`config.mk`:
```
export PLATFORM = sky130hd
export DESIGN_NAME = cpu_issue_scoreboard
export DESIGN_NICKNAME = d
export VERILOG_FILES = /design/src/rtl/cpu_issue_scoreboard_pkg.sv /design/src/rtl/cpu_scoreboard_hazard.sv /design/src/rtl/cpu_issue_scoreboard.sv
export SDC_FILE = /design/constraint.sdc
export NUM_CORES = 1
export LEC_CHECK = 0
export BUFFER_PORTS_ARGS = -buffer_cell sky130_fd_sc_hd__buf_2
export CAP_MARGIN = 5
export CORE_MARGIN = 2
export CORE_UTILIZATION = 28
export CTS_BUF_LIST = sky130_fd_sc_hd__clkbuf_16
export DETAILED_ROUTE_END_ITERATION = 12
export PLACE_DENSITY = 0.51
export SLEW_MARGIN = 20
export SYNTH_ARGS = -nofsm -noshare
export SYNTH_HDL_FRONTEND = slang
export SYNTH_SLANG_ARGS = --single-unit
```
`constraint.sdc`:
```
create_clock -name i_clock -period 14.1 [get_ports i_clock]
set_clock_uncertainty 0.1 [all_clocks]
set_input_delay 4.23 -clock i_clock [delete_from_list [all_inputs] [get_ports i_clock]]
set_output_delay 4.23 -clock i_clock [all_outputs]
set_load 0.01 [all_outputs]
```
`src/rtl/cpu_issue_scoreboard_pkg.sv`:
```
// Shared CPU definitions used by the issue scoreboard: register-file geometry and issue FSM states.
package cpu_issue_scoreboard_pkg;

    localparam int REG_IDX_W = 5;
    localparam int REG_COUNT = 32;

    typedef enum logic [1:0] {
        READY       = 2'd0,
        WAIT_HAZARD = 2'd1,
        WAIT_EXEC   = 2'd2
    } issueState_e;

endpackage

```
`src/rtl/cpu_scoreboard_hazard.sv`:
```
// Combinational hazard check: a flagged nonzero source with writes in flight, or a saturated destination.
// With CPU_SCOREBOARD_BYPASS_EN, a writeback retiring a source's last pending write clears that source now.
module cpu_scoreboard_hazard
    import cpu_issue_scoreboard_pkg::*;
#(
    parameter int CNT_W    = 2,
    parameter int MAX_PEND = 3
) (
    input  logic [REG_COUNT-1:0][CNT_W-1:0] cnt_i,
    input  logic [2:0]                      haveRs_i,
    input  logic [REG_IDX_W-1:0]            rs1_i,
    input  logic [REG_IDX_W-1:0]            rs2_i,
    input  logic [REG_IDX_W-1:0]            rs3_i,
    input  logic [REG_IDX_W-1:0]            rd_i,
    input  logic                            writesRd_i,
    input  logic                            wbValid_i,
    input  logic [REG_IDX_W-1:0]            wbRd_i,
    output logic                            hazard_o
);

    logic [2:0][REG_IDX_W-1:0] srcIdx;
    logic [2:0]                srcBusy;
    logic                      rdFull;

    assign srcIdx = {rs3_i, rs2_i, rs1_i};

    always_comb begin
        srcBusy = '0;
        for (int s = 0; s < 3; s++) begin
            if (haveRs_i[s] && (srcIdx[s] != '0) && (cnt_i[srcIdx[s]] != '0)) begin
                srcBusy[s] = 1'b1;
`ifdef CPU_SCOREBOARD_BYPASS_EN
                if (wbValid_i && (wbRd_i == srcIdx[s]) && (cnt_i[srcIdx[s]] == CNT_W'(1))) begin
                    srcBusy[s] = 1'b0;
                end
`endif
            end
        end
    end

`ifndef CPU_SCOREBOARD_BYPASS_EN
    logic unusedWb;
    assign unusedWb = ^{wbValid_i, wbRd_i};
`endif

    assign rdFull   = writesRd_i && (rd_i != '0) && (cnt_i[rd_i] == CNT_W'(MAX_PEND));
    assign hazard_o = (|srcBusy) || rdFull;

endmodule

```
`src/rtl/cpu_issue_scoreboard.sv`:
```
// Issue scoreboard: holds one decoded instruction until its operands are free and execute is ready.
// Optional build macro CPU_SCOREBOARD_BYPASS_EN lets a retiring writeback clear a source hazard in its own cycle.
module cpu_issue_scoreboard
    import cpu_issue_scoreboard_pkg::*;
#(
    parameter int TAG_W    = 1,
    parameter int MAX_PEND = 3
) (
    input  logic                 i_clock,
    input  logic                 i_reset,
    input  logic [TAG_W-1:0]     i_tag,
    input  logic [2:0]           i_have_rs,
    input  logic [REG_IDX_W-1:0] i_rs1,
    input  logic [REG_IDX_W-1:0] i_rs2,
    input  logic [REG_IDX_W-1:0] i_rs3,
    input  logic [REG_IDX_W-1:0] i_rd,
    input  logic                 i_writes_rd,
    input  logic                 i_execute_busy,
    input  logic                 i_wb_valid,
    input  logic [REG_IDX_W-1:0] i_wb_rd,
    input  logic                 i_flush,
    output logic [TAG_W-1:0]     o_issue_tag,
    output logic                 o_stall,
    output logic                 o_hazard,
    output logic [6:0]           o_pending,
    output logic                 o_fault
);

    localparam int CNT_W = $clog2(MAX_PEND + 1);

    issueState_e                     state_q;
    logic [TAG_W-1:0]                lastTag_q, issueTag_q, heldTag_q;
    logic [2:0]                      heldHaveRs_q;
    logic [REG_IDX_W-1:0]            heldRs1_q, heldRs2_q, heldRs3_q, heldRd_q;
    logic                            heldWritesRd_q;
    logic                            stall_q, hazard_q, fault_q;
    logic [6:0]                      pending_q, pending_d;
    logic [REG_COUNT-1:0][CNT_W-1:0] cnt_q, cnt_d;

    logic                 inReady, newTag, haveCand, hazard, issueNow;
    logic                 incRd, wbHit, decWb, wbToIdle;
    logic [TAG_W-1:0]     evalTag;
    logic [2:0]           evalHaveRs;
    logic [REG_IDX_W-1:0] evalRs1, evalRs2, evalRs3, evalRd;
    logic                 evalWritesRd;

    // In READY the candidate is the instruction on the decode inputs; otherwise the latched one.
    assign inReady      = (state_q == READY);
    assign newTag       = (i_tag != lastTag_q);
    assign haveCand     = !inReady || newTag;
    assign evalTag      = inReady ? i_tag       : heldTag_q;
    assign evalHaveRs   = inReady ? i_have_rs   : heldHaveRs_q;
    assign evalRs1      = inReady ? i_rs1       : heldRs1_q;
    assign evalRs2      = inReady ? i_rs2       : heldRs2_q;
    assign evalRs3      = inReady ? i_rs3       : heldRs3_q;
    assign evalRd       = inReady ? i_rd        : heldRd_q;
    assign evalWritesRd = inReady ? i_writes_rd : heldWritesRd_q;

    cpu_scoreboard_hazard #(
        .CNT_W    (CNT_W),
        .MAX_PEND (MAX_PEND)
    ) u_hazard (
        .cnt_i      (cnt_q),
        .haveRs_i   (evalHaveRs),
        .rs1_i      (evalRs1),
        .rs2_i      (evalRs2),
        .rs3_i      (evalRs3),
        .rd_i       (evalRd),
        .writesRd_i (evalWritesRd),
        .wbValid_i  (i_wb_valid),
        .wbRd_i     (i_wb_rd),
        .hazard_o   (hazard)
    );

    assign issueNow = !i_flush && haveCand && !hazard && !i_execute_busy;
    assign incRd    = issueNow && evalWritesRd && (evalRd != '0);
    assign wbHit    = i_wb_valid && (i_wb_rd != '0);
    assign decWb    = wbHit && (cnt_q[i_wb_rd] != '0);
    assign wbToIdle = wbHit && (cnt_q[i_wb_rd] == '0);

    // Increment is applied first so a same-register inc/dec pair nets to zero.
    always_comb begin
        cnt_d = cnt_q;
        if (i_flush) begin
            cnt_d = '0;
        end else begin
            if (incRd) cnt_d[evalRd]  = cnt_d[evalRd] + CNT_W'(1);
            if (decWb) cnt_d[i_wb_rd] = cnt_d[i_wb_rd] - CNT_W'(1);
        end
        cnt_d[0] = '0;
    end

    assign pending_d = i_flush ? 7'd0 : (pending_q + 7'(incRd) - 7'(decWb));

    always_ff @(posedge i_clock or negedge i_reset) begin
        if (!i_reset) begin
            cnt_q     <= '0;
            pending_q <= '0;
            fault_q   <= 1'b0;
        end else begin
            cnt_q     <= cnt_d;
            pending_q <= pending_d;
            if (!i_flush && wbToIdle) fault_q <= 1'b1;
        end
    end

    always_ff @(posedge i_clock or negedge i_reset) begin
        if (!i_reset) begin
            state_q        <= READY;
            lastTag_q      <= '0;
            issueTag_q     <= '0;
            heldTag_q      <= '0;
            heldHaveRs_q   <= '0;
            heldRs1_q      <= '0;
            heldRs2_q      <= '0;
            heldRs3_q      <= '0;
            heldRd_q       <= '0;
            heldWritesRd_q <= 1'b0;
            stall_q        <= 1'b0;
            hazard_q       <= 1'b0;
        end else if (i_flush) begin
            state_q   <= READY;
            lastTag_q <= i_tag;
            stall_q   <= 1'b0;
            hazard_q  <= 1'b0;
        end else begin
            if (inReady && newTag) begin
                lastTag_q      <= i_tag;
                heldTag_q      <= i_tag;
                heldHaveRs_q   <= i_have_rs;
                heldRs1_q      <= i_rs1;
                heldRs2_q      <= i_rs2;
                heldRs3_q      <= i_rs3;
                heldRd_q       <= i_rd;
                heldWritesRd_q <= i_writes_rd;
            end
            if (issueNow) begin
                issueTag_q <= evalTag;
                state_q    <= READY;
                stall_q    <= 1'b0;
                hazard_q   <= 1'b0;
            end else if (haveCand) begin
                state_q  <= hazard ? WAIT_HAZARD : WAIT_EXEC;
                stall_q  <= 1'b1;
                hazard_q <= hazard;
            end
        end
    end

    assign o_issue_tag = issueTag_q;
    assign o_stall     = stall_q;
    assign o_hazard    = hazard_q;
    assign o_pending   = pending_q;
    assign o_fault     = fault_q;

endmodule

```
==> flow_summary.ini <==
[status]
status = finished clean

[clocking]
clk_pin_slew_worst_paths_ns = 0.08
cts_tree = done
cts_resized = 0
clk_path_buf_depth = 2
cts_hold_buf = 0
clock_sinks = 100
cts_root_buffer = clkbuf_16
htree_levels = 3
insertion_delay_ns = 0.38
cts_setup_buffers = 0
cts-buffers-inserted = 9

[finish]
diodes = 0
final_layout_size_suffix_gt1_share_pct = 17.7
layout.nets = 1171
postLayoutCellArea_um2 = 10300
nFillCells = 3585
final-seq-area_um2 = 2500
fin_util_pct = 30.8
area_growth_pct = 8.45
multi_input_area_um2 = 6470

[synth]
syn_nets = 1198
synth-seq-cells = 100
async_flop_share_pct = 100
synth_common_cells = nor2_1 (143), nand2_1 (111), dfrtp_1 (100)
synth_top_cell_by_area = dfrtp_1
syn_area_um2 = 9490
synth_cell_types = 92
netlist.area_leader.share_pct = 26.4
seq_area_frac_synth_pct = 26.4
ys_top_cells_by_area = dfrtp_1 (26%), nor2_1 (5.7%), mux2_2 (5.3%)
synthCells = 1154
synthFlopType = dfrtp_1
synth_edf_count = 0
synth.most_common_cell = nor2_1
yosysWarnings = 0
syn_avg_cell_area_um2 = 8.23

[grt]
antenna_found_initial = 0
grt_overflow = 0
grt_max_degree = 53
grt_pass1_vias = 9633
grt_usage_pct = 23.0
grt_pass1_wl_mm = 61.9

[floorplanning]
start_util_pct = 28.4
die-area_um2 = 35400
fp-row-count = 67
chipWidth_um = 188
die_y_um = 188
io_pins = 46
core_um2 = 33400

[pwr]
power.density_nw_per_um2 = 150
ir_drop_mv = 0.103
leakage_nw = 3.81

[timing]
finalHoldViolCount = 0
relSlewSlack_pct = 29.0
fin_crit_sh_pct = 79.9
worst_pin_slew_ns = 1.06
slew_viol_final = 0
setup_viol = 0
rsz0062_at_grt = false
holdWs_ns = 0.378
period_minus_slack_ns = 11.26
fin_setup_tns_ns = 0
fmax_ghz = 0.0888

[critical_path]
worstRegToRegCells = 20
path_class = primary input to flip-flop
critPathArrivalTime_ns = 11.39
cp_max_fo = 26
crit_required_ns = 14.23
start_kind = primary input
cp-end-kind = flip-flop

[detailed_routing]
drc_errors = 0
first_iter_violations = 1500
firstDrtPassIters = 6
drt-total-wl_mm = 41.1
drtAntennaViolNets = 0
vias = 10000
routed_via_density = 6.36
route.detailed.wl_per_inst_um = 26.0

[place]
io_buffers = 45
place_congestion = 1.01
hpwl_mm = 29.7
place_area_um2 = 9980

[hold_path]
hp-class = flip-flop to flip-flop
whs_path_depth = 1

[run]
max_cap_viol_count = 0
power breakdown:
part | switching [mW] | total (mW) | internal [mW]
combinational | 0.632 | 0.885 | 0.253
clock | 0.132 | 0.273 | 0.141
sequential | 0.0535 | 0.387 | 0.333
total | 0.817 | 1.55 | 0.728
final cells by class:
cell class / instances / share of cell area (%)
tap: 448 / 5.44
inverter: 21 / 0.766
timing repair buffer: 64 / 3.62
multi-input combinational: 931 / 62.9
clock buffer: 9 / 2.19
clock inverter: 7 / 0.814
sequential: 100 / 24.3
path summary, 6_finish.rpt:
check | slack (ns) | end | startpoint
worst max-delay path | 2.84 | cnt_q[3]$_DFF_PN0_ | i_rd[4]
worst min-delay path | 0.38 | o_fault$_DFFE_PN0P_ | o_fault$_DFFE_PN0P_
worst max register to register | 5.69 | cnt_q[3]$_DFF_PN0_ | state_q[1]$_DFFE_PN0P_
worst min register to register | 0.38 | o_fault$_DFFE_PN0P_ | o_fault$_DFFE_PN0P_
max in group asynchronous | 8.94 | cnt_q[26]$_DFF_PN0_ | i_reset
min in group asynchronous | 3.79 | o_issue_tag$_DFFE_PN0P_ | i_reset
worst max-delay path, cell delays in order:
cell and delay, ns:
buf_2 0.12, or4b_2 0.66, o21ai_0 0.22, nand2_1 0.32, nor2_1 0.19, a311oi_1 0.10, nand2_1 0.79, inv_1 0.46
ha_1 0.36, nor2_1 0.13, and3_1 0.70, nand4_1 0.20, nor3_1 0.51, mux2_2 0.40, o2111a_1 0.14, a311oi_1 0.35
nand4_1 0.30, xor2_4 0.62, buf_4 0.41, a211oi_1 0.12
cell usage in the layout (no fill, tap or decap), drive strengths merged, types with 11 or more instances in the layout:
| master | n |
|---|---|
| buf | 64 |
| nand3 | 69 |
| nand2 | 111 |
| o21ai | 40 |
| nor4 | 20 |
| mux4 | 17 |
| a211o | 11 |
| a211oi | 21 |
| a31oi | 12 |
| dfrtp | 100 |
| o41ai | 42 |
| a21oi | 46 |
| mux2i | 36 |
| o211ai | 12 |
| or3 | 25 |
| nor2 | 144 |
| nor3 | 58 |
| and3 | 11 |
| nand4 | 22 |
| mux2 | 48 |
| o31ai | 14 |
| inv | 24 |
| o311ai | 19 |
stage by stage:
step                      worst slack, ns  cells  power [mW]
after floorplan                      5.16   1154        1.02
after global placement               2.53   1564        1.25
after detailed placement             2.65   1564        1.24
after CTS                            3.05   1580        1.52
after global routing                 2.40   1580        1.63
final                                2.84   1580        1.55
per-layer routing:
metal  global-route usage, %  part of all wire [%]  vias to the layer above
met5                       0                     0                        -
met4                    12.0                   5.6                        0
met3                    5.56                    11                      163
met2                    33.9                    42                      673
met1                    31.0                    42                     4821
li1                        -                     -                     4385
registers in the layout, summed over array words and instances (netlist names):
register        count
cnt_q              62
o_pending           7
heldRd_q            5
heldRs1_q           5
heldRs2_q           5
heldRs3_q           5
heldHaveRs_q        3
state_q             2
heldTag_q           1
heldWritesRd_q      1
lastTag_q           1
o_fault             1
o_issue_tag         1
o_stall             1
kinds of logic (layout without fill, tap and decap cells):
kind of cell | after synthesis | after routing | share of synthesized area [%]
compound gates | 295 | 295 | 25.4
mux | 101 | 101 | 13.7
buf+inv | 123 | 101 | 5.69
flops | 100 | 100 | 26.4
fa+ha+maj | 9 | 9 | 1.27
simple gates | 519 | 519 | 26.9
xor+xnor | 7 | 7 | 0.725
Power figures use the tool's default switching activity.
